**config.mk**
```make
export PLATFORM = sky130hd
export DESIGN_NAME = pckg_parser_flat
export DESIGN_NICKNAME = d
export VERILOG_FILES = /design/src/rtl/pckg_parser_pkg.sv /design/src/rtl/pckg_parser_if.sv /design/src/rtl/pckg_rx_buf.sv /design/src/rtl/pckg_parser.sv /design/src/flat_wrapper.sv
export SDC_FILE = /design/constraint.sdc
export NUM_CORES = 1
export LEC_CHECK = 0
export CAP_MARGIN = 20
export CORE_MARGIN = 2
export CORE_UTILIZATION = 50
export CTS_CLUSTER_SIZE = 12
export DETAILED_ROUTE_END_ITERATION = 8
export PLACE_DENSITY = 0.68
export SYNTH_ARGS = -nofsm -noshare
export SYNTH_HDL_FRONTEND = slang
export SYNTH_SLANG_ARGS = --single-unit
export TNS_END_PERCENT = 1
```
**constraint.sdc**
```tcl
create_clock -name clk -period 2.6 [get_ports clk]
set_clock_uncertainty 0.05 [all_clocks]
set_input_delay 0.26 -clock clk [delete_from_list [all_inputs] [get_ports clk]]
set_output_delay 0.26 -clock clk [all_outputs]
set_load 0.01 [all_outputs]
```
**src/rtl/pckg_parser_pkg.sv**
```systemverilog
// Shared definitions for the LVDS packet parser: word widths, header base,
// parser state encoding and drop-reason codes.
// Pure declarations, no logic; imported by the parser, its buffer and its interface.
package pckg_parser_pkg;

  localparam int BUFF_SIZE_DEF       = 8;   // data word / FIFO width
  localparam int DATA_BYTES_SIZE_DEF = 10;  // data words per non-empty packet
  localparam int WORD_W              = 24;  // width of a received LVDS word
  localparam int CNT_W               = 4;   // enough for up to 15 data words

  localparam logic [7:0] HDR_BASE = 8'hF0;

  typedef enum logic [2:0] {
    ST_HUNT  = 3'd0,
    ST_SIZE  = 3'd1,
    ST_DATA  = 3'd2,
    ST_SUM   = 3'd3,
    ST_FLUSH = 3'd4
  } state_t;

  typedef enum logic [1:0] {
    ERR_SIZE    = 2'd0,
    ERR_SUM     = 2'd1,
    ERR_TIMEOUT = 2'd2,
    ERR_OVERRUN = 2'd3
  } err_t;

  // Full 24-bit header word: 0x0000F0 with the channel id in the low nibble.
  function automatic logic [WORD_W-1:0] hdr_word(input int channel_id);
    hdr_word = {16'h0000, HDR_BASE | {4'h0, 4'(channel_id)}};
  endfunction

endpackage

```
**src/rtl/pckg_parser_if.sv**
```systemverilog
// Parser bus: LVDS receive strobe/word in, downstream FIFO write port and status out.
// master = parser side, slave = environment (receiver, FIFO, status consumer).
// Ports: rx_valid/rx_data/fifo_full toward the parser; wr_en_fifo/dat_to_fifo,
//        pkt_ok/empty_pkt/pkt_err/err_code/busy from the parser.
interface pckg_parser_if
  import pckg_parser_pkg::*;
#(
  parameter int BUFF_SIZE = BUFF_SIZE_DEF
);
  logic                 rx_valid;
  logic [WORD_W-1:0]    rx_data;
  logic                 fifo_full;
  logic                 wr_en_fifo;
  logic [BUFF_SIZE-1:0] dat_to_fifo;
  logic                 pkt_ok;
  logic                 empty_pkt;
  logic                 pkt_err;
  logic [1:0]           err_code;
  logic                 busy;

  modport master (
    input  rx_valid, rx_data, fifo_full,
    output wr_en_fifo, dat_to_fifo, pkt_ok, empty_pkt, pkt_err, err_code, busy
  );

  modport slave (
    output rx_valid, rx_data, fifo_full,
    input  wr_en_fifo, dat_to_fifo, pkt_ok, empty_pkt, pkt_err, err_code, busy
  );
endinterface

```
**src/rtl/pckg_rx_buf.sv**
```systemverilog
// Packet payload buffer: DEPTH x WIDTH register file.
// Write is synchronous (one word per clk), read is combinational (0 cycles).
// No backpressure: the parser owns both pointers. Ports: clk, rst, we/waddr/wdata, raddr/rdata.
module pckg_rx_buf
  import pckg_parser_pkg::*;
#(
  parameter int WIDTH = BUFF_SIZE_DEF,
  parameter int DEPTH = DATA_BYTES_SIZE_DEF
) (
  input  logic             clk,
  input  logic             rst,
  input  logic             we,
  input  logic [CNT_W-1:0] waddr,
  input  logic [WIDTH-1:0] wdata,
  input  logic [CNT_W-1:0] raddr,
  output logic [WIDTH-1:0] rdata
);

  logic [WIDTH-1:0] mem [DEPTH];

  // Cleared on reset so the FIFO data output reads 0 out of reset.
  always_ff @(posedge clk) begin
    if (rst) begin
      for (int i = 0; i < DEPTH; i++) mem[i] <= '0;
    end else if (we) begin
      mem[waddr] <= wdata;
    end
  end

  assign rdata = mem[raddr];

endmodule

```
**src/rtl/pckg_parser.sv**
```systemverilog
// LVDS packet parser: hunts header, checks size and 24-bit checksum, buffers payload,
// forwards good packets to a FIFO. Latency: 1 cycle from checksum word to first FIFO word.
// Backpressure: flush stalls while fifo_full; words arriving during flush are dropped (OVERRUN).
// Ports: clk, rst (sync, active high), bus (pckg_parser_if.master).
module pckg_parser
  import pckg_parser_pkg::*;
#(
  parameter int BUFF_SIZE       = BUFF_SIZE_DEF,
  parameter int DATA_BYTES_SIZE = DATA_BYTES_SIZE_DEF,
  parameter int CHANNEL_ID      = 2,
  parameter int TIMEOUT         = 255
) (
  input  logic          clk,
  input  logic          rst,
  pckg_parser_if.master bus
);

  localparam int                IDLE_W     = $clog2(TIMEOUT + 1);
  localparam logic [WORD_W-1:0] HDR        = hdr_word(CHANNEL_ID);
  localparam logic [WORD_W-1:0] SIZE_WORD  = WORD_W'(DATA_BYTES_SIZE);
  localparam logic [CNT_W-1:0]  LAST       = CNT_W'(DATA_BYTES_SIZE - 1);
  localparam logic [IDLE_W-1:0] IDLE_LIMIT = IDLE_W'(TIMEOUT - 1);

  state_t               state, state_nxt;
  logic [CNT_W-1:0]     cnt, cnt_nxt;
  logic [CNT_W-1:0]     rd_ptr, rd_ptr_nxt;
  logic [WORD_W-1:0]    sum, sum_nxt;
  logic [IDLE_W-1:0]    idle, idle_nxt;
  logic                 empty_mode, empty_mode_nxt;
  logic                 ok_nxt, empty_nxt, err_nxt;
  err_t                 code_nxt;
  logic                 pkt_ok_q, empty_pkt_q, pkt_err_q;
  err_t                 err_code_q;
  logic                 buf_we, wr_en, timeout_hit;
  logic [BUFF_SIZE-1:0] data_byte, rd_data;
  logic [WORD_W-1:0]    sum_expect;

  assign data_byte  = bus.rx_data[BUFF_SIZE-1:0];
  assign wr_en      = (state == ST_FLUSH) && !bus.fifo_full;
  assign sum_expect = empty_mode ? '0 : sum;

  // The idle counter holds TIMEOUT-1 in the cycle before expiry; a strobe in that
  // same cycle wins and the word is processed instead.
  assign timeout_hit = (state inside {ST_SIZE, ST_DATA, ST_SUM}) &&
                       !bus.rx_valid && (idle == IDLE_LIMIT);

  pckg_rx_buf #(
    .WIDTH (BUFF_SIZE),
    .DEPTH (DATA_BYTES_SIZE)
  ) u_buf (
    .clk   (clk),
    .rst   (rst),
    .we    (buf_we),
    .waddr (cnt),
    .wdata (data_byte),
    .raddr (rd_ptr),
    .rdata (rd_data)
  );

  always_ff @(posedge clk) begin
    if (rst) state <= ST_HUNT;
    else     state <= state_nxt;
  end

  always_comb begin
    state_nxt      = state;
    cnt_nxt        = cnt;
    rd_ptr_nxt     = rd_ptr;
    sum_nxt        = sum;
    idle_nxt       = '0;
    empty_mode_nxt = empty_mode;
    ok_nxt         = 1'b0;
    empty_nxt      = 1'b0;
    err_nxt        = 1'b0;
    code_nxt       = ERR_SIZE;
    buf_we         = 1'b0;

    if ((state inside {ST_SIZE, ST_DATA, ST_SUM}) && !bus.rx_valid)
      idle_nxt = idle + 1'b1;

    unique case (state)
      ST_HUNT: begin
        if (bus.rx_valid && bus.rx_data == HDR) state_nxt = ST_SIZE;
      end
      ST_SIZE: begin
        if (bus.rx_valid) begin
          if (bus.rx_data == '0) begin
            state_nxt      = ST_SUM;
            empty_mode_nxt = 1'b1;
          end else if (bus.rx_data == SIZE_WORD) begin
            state_nxt      = ST_DATA;
            empty_mode_nxt = 1'b0;
            cnt_nxt        = '0;
            sum_nxt        = '0;
          end else begin
            state_nxt = ST_HUNT;
            err_nxt   = 1'b1;
            code_nxt  = ERR_SIZE;
          end
        end
      end
      ST_DATA: begin
        if (bus.rx_valid) begin
          buf_we  = 1'b1;
          sum_nxt = sum + WORD_W'(data_byte);
          cnt_nxt = cnt + 1'b1;
          if (cnt == LAST) state_nxt = ST_SUM;
        end
      end
      ST_SUM: begin
        if (bus.rx_valid) begin
          if (bus.rx_data == sum_expect) begin
            if (empty_mode) begin
              empty_nxt = 1'b1;
              state_nxt = ST_HUNT;
            end else begin
              ok_nxt     = 1'b1;
              rd_ptr_nxt = '0;
              state_nxt  = ST_FLUSH;
            end
          end else begin
            err_nxt   = 1'b1;
            code_nxt  = ERR_SUM;
            state_nxt = ST_HUNT;
          end
        end
      end
      ST_FLUSH: begin
        if (wr_en) begin
          rd_ptr_nxt = rd_ptr + 1'b1;
          if (rd_ptr == LAST) state_nxt = ST_HUNT;
        end
        // The receiver cannot be stalled, so a word arriving mid-flush is lost.
        if (bus.rx_valid) begin
          err_nxt  = 1'b1;
          code_nxt = ERR_OVERRUN;
        end
      end
      default: state_nxt = ST_HUNT;
    endcase

    if (timeout_hit) begin
      state_nxt = ST_HUNT;
      err_nxt   = 1'b1;
      code_nxt  = ERR_TIMEOUT;
    end
  end

  always_ff @(posedge clk) begin
    if (rst) begin
      cnt         <= '0;
      rd_ptr      <= '0;
      sum         <= '0;
      idle        <= '0;
      empty_mode  <= 1'b0;
      pkt_ok_q    <= 1'b0;
      empty_pkt_q <= 1'b0;
      pkt_err_q   <= 1'b0;
      err_code_q  <= ERR_SIZE;
    end else begin
      cnt         <= cnt_nxt;
      rd_ptr      <= rd_ptr_nxt;
      sum         <= sum_nxt;
      idle        <= idle_nxt;
      empty_mode  <= empty_mode_nxt;
      pkt_ok_q    <= ok_nxt;
      empty_pkt_q <= empty_nxt;
      pkt_err_q   <= err_nxt;
      err_code_q  <= code_nxt;
    end
  end

  assign bus.wr_en_fifo  = wr_en;
  assign bus.dat_to_fifo = rd_data;
  assign bus.pkt_ok      = pkt_ok_q;
  assign bus.empty_pkt   = empty_pkt_q;
  assign bus.pkt_err     = pkt_err_q;
  assign bus.err_code    = err_code_q;
  assign bus.busy        = (state != ST_HUNT);

endmodule
```
**src/flat_wrapper.sv**
```systemverilog
// flat-port wrapper written by rule: the top's interface ports become plain ports
module pckg_parser_flat import pckg_parser_pkg::*;
#(
  parameter int BUFF_SIZE       = BUFF_SIZE_DEF,
  parameter int DATA_BYTES_SIZE = DATA_BYTES_SIZE_DEF,
  parameter int CHANNEL_ID      = 2,
  parameter int TIMEOUT         = 255
)
  (clk, rst, bus_rx_valid, bus_rx_data, bus_fifo_full, bus_wr_en_fifo, bus_dat_to_fifo, bus_pkt_ok, bus_empty_pkt, bus_pkt_err, bus_err_code, bus_busy);
  pckg_parser_if #(.BUFF_SIZE(BUFF_SIZE)) bus_i ();
  input  logic clk;
  input  logic rst;
  input wire logic [$bits(bus_i.rx_valid)-1:0] bus_rx_valid;
  input wire logic [$bits(bus_i.rx_data)-1:0] bus_rx_data;
  input wire logic [$bits(bus_i.fifo_full)-1:0] bus_fifo_full;
  output wire logic [$bits(bus_i.wr_en_fifo)-1:0] bus_wr_en_fifo;
  output wire logic [$bits(bus_i.dat_to_fifo)-1:0] bus_dat_to_fifo;
  output wire logic [$bits(bus_i.pkt_ok)-1:0] bus_pkt_ok;
  output wire logic [$bits(bus_i.empty_pkt)-1:0] bus_empty_pkt;
  output wire logic [$bits(bus_i.pkt_err)-1:0] bus_pkt_err;
  output wire logic [$bits(bus_i.err_code)-1:0] bus_err_code;
  output wire logic [$bits(bus_i.busy)-1:0] bus_busy;
  assign bus_i.rx_valid = bus_rx_valid;
  assign bus_i.rx_data = bus_rx_data;
  assign bus_i.fifo_full = bus_fifo_full;
  assign bus_wr_en_fifo = bus_i.wr_en_fifo;
  assign bus_dat_to_fifo = bus_i.dat_to_fifo;
  assign bus_pkt_ok = bus_i.pkt_ok;
  assign bus_empty_pkt = bus_i.empty_pkt;
  assign bus_pkt_err = bus_i.pkt_err;
  assign bus_err_code = bus_i.err_code;
  assign bus_busy = bus_i.busy;
  pckg_parser #(.BUFF_SIZE(BUFF_SIZE), .DATA_BYTES_SIZE(DATA_BYTES_SIZE), .CHANNEL_ID(CHANNEL_ID), .TIMEOUT(TIMEOUT)) u_core (.clk(clk), .rst(rst), .bus(bus_i));
endmodule
```
Word level (Yosys, flattened, before mapping) --
Memory sizes are Yosys's and may differ from the RTL's. A register that Yosys moved wholly into a read port is not among the register bits. Cells that the tools add are included.
Storage, ports and cells: input port bits 28, flip-flop bits (word level) 49, memories 1, RAM bits 80, word-level logic and storage cells 118
Memories:
- u_core.u_buf.mem | depth 10, bits a word 8, read ports 1, clocked after memory_dff 1, write ports 10, line pckg_rx_buf.sv:19 | logic [WIDTH-1:0] mem [DEPTH];
Cells by class: bitwise logic cells 4, muxes and demuxes 56, reductions and logical operators 21, add/sub/neg operators 4, equal/unequal tests 21
Operator list (count):
- two-way mux 24 bit | 5
- one-hot mux 24 bit (2 select lines) | 1
- two-way mux 4 bit | 11
- two-way mux 3 bit | 10
- adder 24 x 8 -> 24 bit | 1
- equality test 24 bit | 1
- equality test 24 x 4 -> 1 bit, second input constant | 1
- equality test 24 x 8 -> 1 bit, second input constant | 1
- logical NOT 24 bit | 1
- != test 2 bit, second input constant | 10
- two-way mux 1 bit | 19
- one-hot mux 4 bit (2 select lines) | 2
- one-hot mux 3 bit (5 select lines) | 1
- AND reduction 5 bit | 2
- adder 4 x 1 -> 4 bit, second input constant | 2
- adder 8 x 1 -> 8 bit, second input constant | 1
- equality test 4 bit, second input constant | 2
- equality test 8 bit, second input constant | 1
- two-way mux 2 bit | 4
- two-way mux 8 bit | 1
- OR reduction 8 bit | 1
- AND reduction 7 bit | 1
- equality test 3 x 2 -> 1 bit, second input constant | 2
- nonzero test 2 bit | 3
- 13 further kinds | 22

Logic depth before layout (Yosys ltp) --
word-level depth 7, depth in mapped cells 9, gate-level depth less buffers 9

Hierarchy --
A second synthesis with hierarchy kept.
Unflattened totals: cell total of the unflattened synthesis 715, area total of the unflattened synthesis 8585.7 sq um
By module, submodules not included:
- pckg_rx_buf | cells each 327, area each 5429.0 sq um, seq. area each 3843.7 sq um, instances 1
- pckg_parser | cells each 388, area each 3156.8 sq um, seq. area each 980.9 sq um, instances 1

Least setup slack after synthesis --
Ideal clock, no wire load.
kind register to register, start point register u_core.sum[0], end point register u_core.sum[12], slack 0.214 ns, arrival 2.209 ns, stages on the path, launching flop included 10, library setup time 0.128 ns, period minus slack after synthesis 2.386 ns, data required time 2.422 ns, cells stage by stage dfxtp_1 -> ha_1 -> fa_1 -> a21o_1 -> a21oi_1 -> o21bai_1 -> a2111o_1 -> nand4_1 -> xor2_1 -> nor2_1
Between the ends: word-level cells in the longest chain between the ends 3
RTL lines:
- from (decl) | line pckg_parser.sv:27 | logic [WORD_W-1:0] sum, sum_nxt;
- from (signal assigned) | line pckg_parser.sv:163 | sum <= sum_nxt;
- adder 24 x 8 -> 24 bit | line pckg_parser.sv:105 | sum_nxt = sum + WORD_W'(data_byte);
- two-way mux 24 bit | line pckg_parser.sv:103 | if (bus.rx_valid) begin
- one-hot mux 24 bit (2 select lines) | line pckg_parser.sv:81 | unique case (state)
Every way passes these cells. The select of a mux whose other input is x is not followed. A chain may end at the register's enable or synchronous reset.

==> results.md <==
- Static Leakage: 3.76 nW
- Root buffer selected by CTS: sky130_fd_sc_hd__clkbuf_16
- I/O pin total: 43
- Die W: 135 um
- Start-to-end type of the worst setup path: reg -> out
- Power Internal: 5.00 mW
- Storage cell area: 4910 um2
- Antenna Cells: 0
- Total power per unit cell area: 591 nW/um2
- Mapped Cells: 707
- Yosys reg bits: 181
- Total congestion overflow after global routing: 0
- Final #Nets: 843
- Clock Tree Buf Depth: 2
- Sinks on Clock Net: 181
- Vias in the first global route: 6098
- Fraction of layout cells with a size suffix above 1: 19.8%
- Antenna-violating nets left: 0
- Detailed Route Iter0 Violations: 387
- Overall routing resource usage: 23.2%
- Floorplan die height: 135 um
- Relative slew slack: 56.6%
- Count of unresolved DRC violations after routing: 0
- Via count: 5978
- Number of nets in the synthesized netlist: 750
- Total Wirelength: 20000 um
- Placer's final routability congestion estimate: 0.935
- Wire length of the first global-routing pass: 31700 um
- Filler cell count in the final layout: 1266
- Gate power share: 4.3%
- Placed insts: 996
- Number of cells in the finished layout apart from fillers: 1033
- Largest voltage drop on the vdd net: 503 uV
- Minimum setup slack in the final design: 0.0172 ns
- Largest fanout on the critical path: 6
- Netlist Area Pre-Place: 8610 um2
- Status: finished clean
- Post-detailed-route via-to-cell ratio: 5.79
- Post-Synthesis Mean Instance Area: 12.2 um2
- Finished Core Util: 63.0%
- Level count of the clock H-tree: 4
- Max Slew Vio Count: 0
- Area of the multi-input gates: 3480 um2
- Clock latency of the later-clocked register in the worst-skew pair: 0.43 ns
- Final Hold Vio Count: 0
- DIE AREA: 18300 um2
- Antenna violations before repair: 0
- Data arrival, critical path: 2.27 ns
- Switching power of the nets: 1.22 mW
- Clock period minus worst slack: 2.58 ns
- Area delta synth->final: 22.2%
- Core Footprint: 16700 um2
- Async set-or-reset flop fraction in the synthesized netlist: 0%
- Highest clock frequency the design can meet: 0.387 GHz
- CP Data Required Time: 2.29 ns
- Number of detailed-route iterations in the first pass: 5
- Distinct cells, synth: 58
- Cell Rows: 47
- Detail Placement HPWL: 14000 um
- Number of violations of the max-capacitance limit: 0
- Net switching fraction of the power: 19.6%
- Number of buffers inserted by port buffering: 42
- Critical Path Start Type: flip-flop
- Initial Utilization: 51.5%
- Warning count from the yosys run: 0
- Post-synth top flop: sky130_fd_sc_hd__edfxtp_1
- Type of the worst min-delay path: reg -> reg
- Final Cycle Share: 99.3%
- Share of total power in sequential cells: 50.4%
- TritonCTS clock tree: built
- Pin count of the biggest net entering global routing: 33
- Sequential share of the synthesized area: 57.0%
- Post-Place Worst Slack: -0.297 ns
- Actual transition at the worst max-transition pin: 0.646 ns
- CTS Hold Buffers Added: 0
- WL/cell: 19.3 um
- Worst setup EP type: primary output
- Final count of negative-setup-slack endpoints: 0
- EDFF count, synth: 128
- CTS buffer count: 17
- Clock network fraction of design power: 45.3%
- RSZ-0062 raised after global routing: yes
- Clock slew at reported path FFs: 0.06 ns
==> logic make-up after synthesis <==
logic type	share of synthesized area, %
compound gates	5.83
xor+xnor	4.27
fa+ha+maj	2.27
buf+inv	2.63
flops	57.0
mux	10.5
simple gates	17.5
==> worst max-delay path, stage by stage (launching register included) <==
cell	delay (ns)
sky130_fd_sc_hd__dfxtp_4	0.42
sky130_fd_sc_hd__buf_12	0.14
sky130_fd_sc_hd__buf_16	0.13
sky130_fd_sc_hd__mux4_2	0.52
sky130_fd_sc_hd__mux4_2	0.48
sky130_fd_sc_hd__buf_6	0.14
==> layout by cell type (no fill, tap or decap), types with 5 or more instances in the layout <==
cell type,Yosys,layout
sky130_fd_sc_hd__a22oi_1,7,7
sky130_fd_sc_hd__or2_2,6,6
sky130_fd_sc_hd__bufinv_16,0,5
sky130_fd_sc_hd__a31oi_1,8,8
sky130_fd_sc_hd__a21oi_1,12,11
sky130_fd_sc_hd__nor4_1,7,7
sky130_fd_sc_hd__buf_12,0,11
sky130_fd_sc_hd__nor3_1,8,8
sky130_fd_sc_hd__dfxtp_1,53,49
sky130_fd_sc_hd__clkdlybuf4s50_1,0,34
sky130_fd_sc_hd__nand2b_1,13,13
sky130_fd_sc_hd__ha_1,14,14
sky130_fd_sc_hd__nand3_1,22,22
sky130_fd_sc_hd__o21ai_0,17,17
sky130_fd_sc_hd__a21o_1,6,6
sky130_fd_sc_hd__xor2_1,22,22
sky130_fd_sc_hd__clkbuf_16,0,17
sky130_fd_sc_hd__a32oi_1,6,6
sky130_fd_sc_hd__buf_6,1,5
sky130_fd_sc_hd__nand2_1,28,28
sky130_fd_sc_hd__xnor2_1,20,20
sky130_fd_sc_hd__nor2_1,140,139
sky130_fd_sc_hd__and2_1,16,16
sky130_fd_sc_hd__inv_1,17,17
sky130_fd_sc_hd__or3_1,7,7
sky130_fd_sc_hd__buf_4,1,54
sky130_fd_sc_hd__and3_1,5,5
sky130_fd_sc_hd__nor4bb_1,5,5
sky130_fd_sc_hd__nor2b_1,7,7
sky130_fd_sc_hd__edfxtp_1,128,128
sky130_fd_sc_hd__mux4_2,40,40
sky130_fd_sc_hd__nand4_1,15,15
==> metal layers <==
layer	GRT usage [%]	vias to the layer above	share of wire (%)
li1	-	2804	-
met1	28.3	2953	41
met2	41.1	186	52
met3	4.53	35	4.5
met4	8.51	0	2.5
met5	0	-	0
==> synth_stat cells, types with 2 or more instances <==
master	n	area share [%]
sky130_fd_sc_hd__a21o_1	6	0.52
sky130_fd_sc_hd__a21oi_1	12	0.70
sky130_fd_sc_hd__a22o_1	3	0.31
sky130_fd_sc_hd__a22oi_1	7	0.61
sky130_fd_sc_hd__a31oi_1	8	0.58
sky130_fd_sc_hd__a32oi_1	6	0.61
sky130_fd_sc_hd__a41o_1	3	0.35
sky130_fd_sc_hd__and2_1	16	1.2
sky130_fd_sc_hd__and3_1	5	0.36
sky130_fd_sc_hd__and4_1	3	0.31
sky130_fd_sc_hd__buf_1	3	0.13
sky130_fd_sc_hd__buf_2	10	0.58
sky130_fd_sc_hd__clkbuf_1	22	0.96
sky130_fd_sc_hd__dfxtp_1	53	12
sky130_fd_sc_hd__edfxtp_1	128	45
sky130_fd_sc_hd__ha_1	14	2.0
sky130_fd_sc_hd__inv_1	17	0.74
sky130_fd_sc_hd__mux4_2	40	10
sky130_fd_sc_hd__nand2_1	28	1.2
sky130_fd_sc_hd__nand2b_1	13	0.94
sky130_fd_sc_hd__nand3_1	22	1.3
sky130_fd_sc_hd__nand4_1	15	1.1
sky130_fd_sc_hd__nor2_1	140	6.1
sky130_fd_sc_hd__nor2b_1	7	0.51
sky130_fd_sc_hd__nor3_1	8	0.47
sky130_fd_sc_hd__nor3b_1	3	0.26
sky130_fd_sc_hd__nor4_1	7	0.51
sky130_fd_sc_hd__nor4b_1	4	0.41
sky130_fd_sc_hd__nor4bb_1	5	0.58
sky130_fd_sc_hd__o21ai_0	17	0.99
sky130_fd_sc_hd__o21bai_1	2	0.17
sky130_fd_sc_hd__or2_2	6	0.44
sky130_fd_sc_hd__or3_1	7	0.51
sky130_fd_sc_hd__or4_1	3	0.26
sky130_fd_sc_hd__xnor2_1	20	2.0
sky130_fd_sc_hd__xor2_1	22	2.2
==> state kept, by name (all words and copies together), names as in the netlist, named ones only <==
name	cells
u_core.idle	8
u_core.u_buf.mem	128
u_core.rd_ptr	4
u_core.bus.empty_pkt	1
u_core.state	3
u_core.bus.err_code	2
u_core.bus.pkt_err	1
u_core.sum	24
u_core.cnt	4
u_core.bus.pkt_ok	1
u_core.empty_mode	1
==> stage by stage <==
stage | setup TNS (ns) | cell area (um2) | total power, mW | hold slack [ns]
finish | 0 | 10500 | 6.22 | 0.433
global route | -0.144 | 10500 | 6.38 | 0.465
CTS | 0 | 10500 | 6.24 | 0.444
detailed placement | -2.47 | 9730 | 3.47 | 0.432
global placement | -1.82 | 9730 | 3.46 | 0.394
floorplan | 0 | 8610 | 3.30 | 0.367
==> cell type report <==
class / count / share of cell area (%)
clock buffer: 21 / 4.28
clock inverter: 11 / 1.87
inverter: 17 / 0.607
multi-input combinational: 472 / 33.1
sequential: 181 / 46.7
tap: 220 / 2.62
timing repair buffer: 111 / 10.8
==> power by group through the flow <==
stage / combinational (mW) / sequential (mW) / clock [mW]
after floorplan: 0.114 / 3.19 / 0
after global placement: 0.266 / 3.19 / 0
after detailed placement: 0.272 / 3.20 / 0
after CTS: 0.267 / 3.14 / 2.84
after global routing: 0.292 / 3.14 / 2.95
final: 0.270 / 3.13 / 2.81
==> final timing paths <==
check / cells after the start / end / slack, ns / from
max reg2reg: 9 / u_core.sum[12]$_SDFFE_PP0P_ / 0.16 / u_core.sum[0]$_SDFFE_PP0P_
min: 1 / u_core.idle[0]$_SDFF_PP0_ / 0.43 / u_core.idle[0]$_SDFF_PP0_
max: 5 / bus_dat_to_fifo[4] / 0.02 / flip-flop
min reg2reg: 1 / u_core.idle[0]$_SDFF_PP0_ / 0.43 / u_core.idle[0]$_SDFF_PP0_
==> repair_timing <==
action | in CTS | in global routing
setup buffers | 2 | 0
pin swaps | 0 | 2
cloned | 3 | 0
setup endpoints to repair | 8 | 15
endpoints found under the hold margin | 0 | 0
gates resized for setup | 39 | 9
No activity file was read; power rests on OpenSTA's default activity.
==> variant, RTL diff (same settings) <==
Reset style: asynchronous (`rst`), changed in 3 clocked blocks.
--- a/src/rtl/pckg_rx_buf.sv
+++ b/src/rtl/pckg_rx_buf.sv
@@ -19,7 +19,7 @@
   logic [WIDTH-1:0] mem [DEPTH];
 
   // Cleared on reset so the FIFO data output reads 0 out of reset.
-  always_ff @(posedge clk) begin
+  always_ff @(posedge clk or posedge rst) begin
     if (rst) begin
       for (int i = 0; i < DEPTH; i++) mem[i] <= '0;
     end else if (we) begin
--- a/src/rtl/pckg_parser.sv
+++ b/src/rtl/pckg_parser.sv
@@ -57,7 +57,7 @@
     .rdata (rd_data)
   );
 
-  always_ff @(posedge clk) begin
+  always_ff @(posedge clk or posedge rst) begin
     if (rst) state <= ST_HUNT;
     else     state <= state_nxt;
   end
@@ -146,7 +146,7 @@
     end
   end
 
-  always_ff @(posedge clk) begin
+  always_ff @(posedge clk or posedge rst) begin
     if (rst) begin
       cnt         <= '0;
       rd_ptr      <= '0;
Behaviour: differs if rst is asserted again (counterexample within 4 cycles, from zero or initial values and one cycle with rst high); with rst held inactive, the same outputs for 10 cycles.
==> variant against the unedited design <==
- routed wire length shrank 12%
- sequential cell count decreased by 52
- total power down 24%
- die area is 17% lower
- setup slack better by 0.057 ns
- area after synthesis shrank 18%
- first-iteration DRC count decreased by 17%
- design area decreased by 16%
- largest power group is now clock
==> variant: results (changes against the unedited design) <==
| Metric | Value |
|---|---|
| Biggest regs | `u_core.u_buf.mem x80, u_core.sum x24, u_core.idle x8` |
| Final setup margin | `0.0744 ns (+0.0573 ns)` |
| Post-Route WL | `17,700 um (-12%)` |
| Vias in the first global route | `5,638 (-7.5%)` |
| Register area share after synthesis | `0.455 (-0.115)` |
| Gpl congestion | `0.820 (-12%)` |
| Inst Count DP | `892 (-10%)` |
| Routed vias | `5,463 (-8.6%)` |
| Worst R2R Start | `u_core.sum[0]$_DFFE_PP0P_` |
| First-pass GRT wire length | `29,000 um (-8.6%)` |
| Worst skew pair latency | `roughly 0.42 ns` |
| Initial drt markers | `321 (-17%)` |
| R2r endpoint | `u_core.sum[14]$_DFFE_PP0P_` |
| Syn avg cell area | `11.2 um^2 (-8.3%)` |
| P_leak | `0.00413 uW (+9.9%)` |
| Crit Path Max Fanout | `10 (+4)` |
| Post-place instance area | `0.00819 mm^2 (-16%)` |
| Clk buf depth | `2 (unchanged)` |
| HPWL Detailed | `12,500 um (-11%)` |
| CTS root buffer | `clkbuf_16` |
| Worst hold path type | `input port to async pin` |
| Clock power frac | `0.508 (+0.055)` |
| Worst slew pin tran | `0.610 ns (-0.0368 ns)` |
| Top cells by area, synth | `dfrtp_1, mux2_2, mux4_2` |
| Prevailing post-synth register cell | `dfrtp_1` |
| Syn nets | `681 (-9.2%)` |
| Flop+latch power | `2020 uW (-35%)` |
| Worst VDD drop | `0.000483 V (-3.8%)` |
| IO buf count | `42 (unchanged)` |
| Nets@finish | `778 (-7.7%)` |
| Crit path arrival time | `2.22 ns (-0.05 ns)` |
| Yosys cell types | `61 (+5.2%)` |
| Drt via density | `5.90 (+1.9%)` |
| Synth top cells by count | `dfrtp_1, mux2_2, nor2_1, nand2_1, clkbuf_1` |
| Pre-CTS setup slack | `-0.247 ns (+0.0502 ns)` |
| Ys async rst share | `1.00 (+1.00)` |
| Outcome | `finished, final reports clean` |
| Drt pass-1 iters | `4 (-1)` |
| Antenna cells | `0 (unchanged)` |
| Internal | `3600 uW (-28%)` |
| Hold Slack | `0.188 ns (-0.245 ns)` |
| Largest net degree at the start of global routing | `33 (unchanged)` |
| Ratio of cells with drive above 1 in the final layout | `0.308 (+0.110)` |
| Sequential power share | `0.428 (-0.076)` |
| Global-route usage over all layers | `0.252 (+0.0194)` |
## variant: what timing repair did
| action | 4_1_cts | 5_1_grt |
|---|---|---|
| resized for setup | 16 | 8 |
| pin swaps | 0 | 5 |
| cloned | 1 | 0 |
| endpoints found under the hold margin | 0 | 0 |
| setup endpoints to repair | 8 | 9 |
| setup buffers | 1 | 0 |
## variant: kinds of logic after synthesis
family,Yosys count,share of synthesized area
buf+inv,60,0.0333
compound gates,95,0.0966
fa+ha+maj,17,0.0310
xor+xnor,39,0.0481
flops,129,0.455
mux,105,0.192
simple gates,191,0.144
## variant: cell type report
cell class / count / area (um^2)
fill: 1077 / 5010
multi-input combinational: 447 / 3690
sequential: 129 / 3230
timing repair buffer: 117 / 1050
clock buffer: 18 / 439
tap: 180 / 225
clock inverter: 14 / 154
inverter: 21 / 82.6
## variant: how the worst max path moves through the flow
| stage | startpoint | to | slack (ns) | cells after the start |
|---|---|---|---|---|
| 5_1_grt | u_core.rd_ptr[0]$_DFFE_PP0P_ | bus_dat_to_fifo[0] | -0.03 | 5 |
| 2_1_floorplan | u_core.sum[0]$_DFFE_PP0P_ | u_core.sum[14]$_DFFE_PP0P_ | 0.27 | 10 |
| 3_3_place_gp | bus_rx_data[2] | u_core.sum[23]$_DFFE_PP0P_ | -0.12 | 8 |
| 4_1_cts | u_core.rd_ptr[0]$_DFFE_PP0P_ | bus_dat_to_fifo[2] | 0.003 | 5 |
| 3_5_place_dp | bus_rx_data[2] | u_core.sum[23]$_DFFE_PP0P_ | -0.25 | 8 |
| 6_report | u_core.rd_ptr[0]$_DFFE_PP0P_ | bus_dat_to_fifo[7] | 0.07 | 5 |
## variant: metal layers
metal | share of wire | global-route usage
met5 | 0 | 0
met4 | 0.017 | 0.100
met3 | 0.046 | 0.0503
met2 | 0.50 | 0.415
met1 | 0.44 | 0.326
